**config.mk**
```make
export PLATFORM = sky130hd
export DESIGN_NAME = io_port_arbiter
export DESIGN_NICKNAME = d
export VERILOG_FILES = /design/src/rtl/io_port_arbiter.sv
export SDC_FILE = /design/constraint.sdc
export NUM_CORES = 1
export LEC_CHECK = 0
export CAP_MARGIN = 20
export CORE_MARGIN = 4
export CORE_UTILIZATION = 50
export CTS_CLUSTER_SIZE = 24
export DETAILED_ROUTE_END_ITERATION = 6
export GPL_ROUTABILITY_DRIVEN = 1
export PLACE_DENSITY_LB_ADDON = 0.3
export SLEW_MARGIN = 25
export SYNTH_ARGS = -nofsm -noshare
export SYNTH_HDL_FRONTEND = slang
export SYNTH_SLANG_ARGS = --single-unit
```
**constraint.sdc**
```tcl
create_clock -name clk -period 3.65 [get_ports clk]
set_input_delay 1.095 -clock clk [delete_from_list [all_inputs] [get_ports clk]]
set_output_delay 1.095 -clock clk [all_outputs]
set_load 0.02 [all_outputs]
```
**src/rtl/io_port_arbiter.sv**
```systemverilog
`default_nettype none
// ============================================================================
// Module   : io_port_arbiter
// Brief    : Two-master round-robin sequencer driving the IOPorts access lines
// Revision : 1.0 - initial release
// ============================================================================
module io_port_arbiter #(
  parameter int DATA_W      = 16,
  parameter int ADDR_W      = 16,
  parameter int WAIT_CYCLES = 1,
  parameter int CNT_W       = 4
) (
  input  logic              clk,
  input  logic              rst_n,
  // master 0: CPU load/store path
  input  logic              m0_req,
  input  logic              m0_we,
  input  logic [ADDR_W-1:0] m0_addr,
  input  logic [DATA_W-1:0] m0_wdata,
  output logic              m0_busy,
  output logic              m0_ack,
  output logic              m0_err,
  output logic [DATA_W-1:0] m0_rdata,
  // master 1: debug / DMA requester
  input  logic              m1_req,
  input  logic              m1_we,
  input  logic [ADDR_W-1:0] m1_addr,
  input  logic [DATA_W-1:0] m1_wdata,
  output logic              m1_busy,
  output logic              m1_ack,
  output logic              m1_err,
  output logic [DATA_W-1:0] m1_rdata,
  // IOPorts side
  output logic [ADDR_W-1:0] io_access_addr,
  output logic [DATA_W-1:0] io_in,
  output logic              io_write_en,
  output logic              io_read_en,
  input  logic [DATA_W-1:0] io_out
);

  localparam logic [1:0] S_IDLE   = 2'd0;
  localparam logic [1:0] S_ACCESS = 2'd1;
  localparam logic [1:0] S_RESP   = 2'd2;

  localparam logic [CNT_W-1:0] C_CNT_LOAD = CNT_W'(WAIT_CYCLES - 1);

  // --------------------------------------------------------------------------
  // State
  // --------------------------------------------------------------------------
  logic [1:0]        r_state;
  logic [CNT_W-1:0]  r_cnt;
  logic              r_gnt;
  logic              r_last_grant;
  logic              r_err;

  logic [1:0]        r_pend;
  logic [1:0]        r_pend_q;
  logic [1:0]        r_we;
  logic [ADDR_W-1:0] r_addr  [2];
  logic [DATA_W-1:0] r_wdata [2];
  logic [DATA_W-1:0] r_rdata [2];

  // --------------------------------------------------------------------------
  // Combinational decode
  // --------------------------------------------------------------------------
  logic [1:0]        w_req;
  logic [1:0]        w_we_in;
  logic [ADDR_W-1:0] w_addr_in  [2];
  logic [DATA_W-1:0] w_wdata_in [2];
  logic [1:0]        w_in_svc;
  logic [1:0]        w_busy;
  logic [1:0]        w_cap;
  logic [1:0]        w_ready;
  logic [1:0]        w_ack;
  logic              w_sel;
  logic              w_grant;
  logic              w_access;
  logic              w_last_beat;

  assign w_req         = {m1_req, m0_req};
  assign w_we_in       = {m1_we, m0_we};
  assign w_addr_in[0]  = m0_addr;
  assign w_addr_in[1]  = m1_addr;
  assign w_wdata_in[0] = m0_wdata;
  assign w_wdata_in[1] = m1_wdata;

  assign w_in_svc = (r_state != S_IDLE) ? {r_gnt, ~r_gnt} : 2'b00;
  assign w_busy   = r_pend | w_in_svc;
  // A strobe from a busy master is dropped without touching any state.
  assign w_cap    = w_req & ~w_busy;

  // A pend bit only becomes eligible one cycle after it was captured.
  assign w_ready  = r_pend & r_pend_q;
  assign w_sel    = (&w_ready) ? ~r_last_grant : w_ready[1];
  assign w_grant  = (r_state == S_IDLE) && (|w_ready);

  assign w_access    = (r_state == S_ACCESS);
  assign w_last_beat = w_access && (r_cnt == '0);

  // --------------------------------------------------------------------------
  // Request capture per master
  // --------------------------------------------------------------------------
  always_ff @(posedge clk) begin
    if (!rst_n) begin
      r_pend   <= '0;
      r_pend_q <= '0;
      r_we     <= '0;
      for (int i = 0; i < 2; i++) begin
        r_addr[i]  <= '0;
        r_wdata[i] <= '0;
      end
    end else begin
      r_pend_q <= r_pend;
      for (int i = 0; i < 2; i++) begin
        if (w_cap[i]) begin
          r_pend[i]  <= 1'b1;
          r_we[i]    <= w_we_in[i];
          r_addr[i]  <= w_addr_in[i];
          r_wdata[i] <= w_wdata_in[i];
        end else if (w_grant && (w_sel == 1'(i))) begin
          r_pend[i]  <= 1'b0;
        end
      end
    end
  end

  // --------------------------------------------------------------------------
  // Sequencer
  // --------------------------------------------------------------------------
  always_ff @(posedge clk) begin
    if (!rst_n) begin
      r_state      <= S_IDLE;
      r_cnt        <= '0;
      r_gnt        <= 1'b0;
      r_last_grant <= 1'b1;
      r_err        <= 1'b0;
    end else begin
      case (r_state)
        S_IDLE: begin
          if (w_grant) begin
            r_gnt        <= w_sel;
            r_last_grant <= w_sel;
            // The wait counter is loaded only here, so it can never wrap.
            if (r_addr[w_sel][ADDR_W-1]) begin
              r_state <= S_ACCESS;
              r_cnt   <= C_CNT_LOAD;
              r_err   <= 1'b0;
            end else begin
              r_state <= S_RESP;
              r_err   <= 1'b1;
            end
          end
        end
        S_ACCESS: begin
          if (r_cnt != '0) begin
            r_cnt <= r_cnt - CNT_W'(1);
          end else begin
            r_state <= S_RESP;
          end
        end
        S_RESP: begin
          r_state <= S_IDLE;
        end
        default: begin
          r_state <= S_IDLE;
        end
      endcase
    end
  end

  // Read data is sampled on the edge that ends the final ACCESS cycle.
  always_ff @(posedge clk) begin
    if (!rst_n) begin
      for (int i = 0; i < 2; i++) begin
        r_rdata[i] <= '0;
      end
    end else if (w_last_beat && !r_we[r_gnt]) begin
      r_rdata[r_gnt] <= io_out;
    end
  end

  // --------------------------------------------------------------------------
  // Outputs
  // --------------------------------------------------------------------------
  assign io_access_addr = w_access ? r_addr[r_gnt]  : '0;
  assign io_in          = w_access ? r_wdata[r_gnt] : '0;
  assign io_write_en    = w_access &  r_we[r_gnt];
  assign io_read_en     = w_access & ~r_we[r_gnt];

  assign w_ack    = (r_state == S_RESP) ? w_in_svc : 2'b00;

  assign m0_busy  = w_busy[0];
  assign m1_busy  = w_busy[1];
  assign m0_ack   = w_ack[0];
  assign m1_ack   = w_ack[1];
  assign m0_err   = w_ack[0] & r_err;
  assign m1_err   = w_ack[1] & r_err;
  assign m0_rdata = r_rdata[0];
  assign m1_rdata = r_rdata[1];

endmodule
`default_nettype wire

```
==> flow_summary.yaml <==
outcome:
  outcome: "finished clean"
clocking:
  post_cts_buffers: 0
  clockRootBuffer: "clkbuf_8"
  cts-buffers-inserted: 9
  htreeDepth: 3
  clock_path_buffers: 2
  cts_tree: "built"
  hold_buffers: 0
  clkSinkCount: 112
  clk_latency_ns: 0.35
  clk_pin_slew_ns: 0.10
  cts_resized: 0
global_route:
  grt_max_degree: 44
  grtUsageTotal_pct: 19.1
  met2_usage_pct: 33.1
  antenna_found_initial: 0
  use_met1_pct: 22.9
  grt_pass1_wl_mm: 17.1
  gr-total-overflow: 0
  grt_use_met3_pct: 5.12
  grt_pass1_vias: 3496
  busiest_layer: "met2"
timing:
  worst_pin_slew_ns: 0.480
  period_minus_slack_ns: 3.36
  slew_headroom_pct: 67.1
  period_share_pct: 92.0
  fmax_mhz: 298
  rsz0062_at_grt: "false"
  final.setup_skew_ns: 0.00985
  fin_setup_tns_ns: 0
  slew_viol_final: 0
  hold_viol: 0
  setup_viol: 0
  timing.hold.ws_ns: 0.491
logic_synthesis:
  synth_edf_count: 96
  ys_ff_latch: 112
  synthTopCellsByCount: "edfxtp_1 (96), and2_2 (54), and2_1 (47)"
  yosysTopAreaCellShare_pct: 59.1
  ys_warn_count: 0
  postSynthAreaPerCell_um2: 13.4
  synth.distinct_cells: 44
  yosysSeqAreaShare_pct: 65.7
  synthTopCellsByArea: "edfxtp_1 (59%), and2_2 (8.3%), mux2i_1 (7.4%)"
  synth.most_common_cell: "edfxtp_1"
  netlist_area_mm2: 0.00487
  synthCells: 363
  synth.largest_area_cell: "edfxtp_1"
  syn_nets: 450
  async_reset_ff_share_pct: 0
  synthFlopType: "edfxtp_1"
floorplan:
  die_h_um: 107
  rows: 35
  io_pins: 158
  die_area_mm2: 0.0114
  start_util_pct: 52.0
  core_mm2: 0.00937
  dieWidth_um: 107
finish:
  antennaDiodeCount: 0
  fin_nets: 610
  fillers: 664
  syn_to_final_growth_pct: 40.0
  fin_cells: 657
  layout-drive-gt1-share_pct: 17.8
pwr:
  switching_share_pct: 22.4
  power.internal_mw: 1.99
  p_seq_share_pct: 59.5
  power_frac_comb_pct: 12.3
  power.density_mw_per_mm2: 375
  power_frac_clock_pct: 28.3
  switchingPower_uw: 573
  ir_drop_v: 0.000189
  p_leak_nw: 2.47
placed_design:
  io_buffers: 157
  place.detailed.hpwl_mm: 8.01
  dp_cells: 641
  gp_congestion: 0.779
setup_path:
  crit_path_max_fanout: 38
  r2r_setup_slack_ns: 1.56
  worstPathArrival_ns: 2.26
  critPathCaptureType: "output pin"
  critPathKind: "reg2out"
  crit_path_start_kind: "register"
  reg2reg_to: "r_rdata[1][4]$_SDFFCE_PN0P_"
  cp.required_ns: 2.55
  reg2reg_depth: 8
  r2r_start: "r_cnt[0]$_SDFFE_PN0P_"
min_path:
  hold_class: "reg2reg"
  whs_path_depth: 2
  hp-start: "r_last_grant$_SDFFE_PN1P_"
  hold_end: "r_last_grant$_SDFFE_PN1P_"
routing:
  avgRoutedWirePerCell_um: 16.3
  viasPerCell: 5.02
  vias: 3296
  ant_nets: 0
  drtPass1Iterations: 4
  drc: 0
  drt_iter0_drc: 146
  wirelength_mm: 10.7
run:
  drv_cap: 0
-- metrics by stage --
stage,setup slack (ns),utilization (%),area (µm²),power (mW)
after floorplan,1.17,-,4870,1.69
after global placement,0.682,70.7,6630,1.85
final,0.293,72.8,6820,2.56
after global routing,0.194,72.8,6820,2.66
after detailed placement,0.565,70.7,6630,1.87
after CTS,0.299,72.8,6820,2.58
-- cell usage in the layout, fill, tap and decap left out, types with 2 or more instances in the layout --
cell type	instances
a21oi_1	6
a22oi_1	2
a31o_2	2
a31oi_1	2
and2_1	47
and2_2	54
buf_4	11
clkbuf_8	9
clkdlybuf4s50_1	157
dfxtp_1	15
edfxtp_1	96
inv_1	5
inv_6	2
mux2i_1	36
nand2_1	8
nand2b_1	3
nand3_1	2
nor2_1	38
-- flip-flops by register name, indices dropped and copies added (netlist names), named ones only --
name and flops:
r_cnt 4, r_state 2, r_rdata 32, r_gnt 1, r_we 2, r_wdata 32
r_addr 32, r_last_grant 1, r_err 1, r_pend_q 2, r_pend 2
-- cells by family (layout without fill, tap and decap cells) --
kind of cell | count (synthesis) | count (layout) | share of synthesized area [%]
and+or+nand+nor | 170 | 170 | 21.7
buffers and inverters | 25 | 190 | 2.13
muxes | 36 | 36 | 7.39
adders and majority gates | 1 | 1 | 0.257
AOI/OAI and AO/OA | 19 | 19 | 2.82
DFF | 112 | 112 | 65.7
-- layout make-up --
cell class | count | area, µm² | share of cell area, %
Sequential cell | 112 | 3200 | 47.0
Timing Repair Buffer | 169 | 1670 | 24.5
Multi-Input combinational cell | 226 | 1570 | 23.0
Tap cell | 129 | 161 | 2.37
Clock buffer | 10 | 128 | 1.87
Clock inverter | 6 | 68.8 | 1.01
Inverter | 5 | 18.8 | 0.275
-- routing by layer --
| metal | wire (µm) | share of wire, % |
|---|---|---|
| met5 | 0 | 0 |
| met4 | 201 | 1.9 |
| met3 | 886 | 8.3 |
| met2 | 5410 | 50 |
| met1 | 4240 | 39 |
-- power by group through the flow --
stage / registers, mW / logic [mW] / clock network (mW)
floorplan: 1.56 / 0.134 / 0
global placement: 1.55 / 0.309 / 0
detailed placement: 1.55 / 0.317 / 0
CTS: 1.52 / 0.318 / 0.738
global route: 1.53 / 0.341 / 0.790
finish: 1.52 / 0.314 / 0.725
-- worst max-delay path by stage --
stage / startpoint / to / slack [ns] / depth (start not counted)
2_1_floorplan: register / io_access_addr[10] / 1.17 / 4
3_3_place_gp: rst_n / r_rdata[1][12]$_SDFFCE_PN0P_ / 0.68 / 6
3_5_place_dp: rst_n / r_wdata[1][3]$_SDFFCE_PN0P_ / 0.56 / 5
4_1_cts: r_state[0]$_SDFFE_PN0P_ / io_in[0] / 0.30 / 4
5_1_grt: r_state[0]$_SDFFE_PN0P_ / io_in[0] / 0.19 / 4
6_report: r_state[0]$_SDFFE_PN0P_ / io_in[0] / 0.29 / 4
-- worst max-delay path, stage by stage, from the launching register on --
cell and delay [ns]:
dfxtp_1 0.48, or2b_1 0.28, buf_4 0.27, nor2_1 0.23, clkdlybuf4s50_1 0.64
No activity file was read; power rests on OpenSTA's default activity.
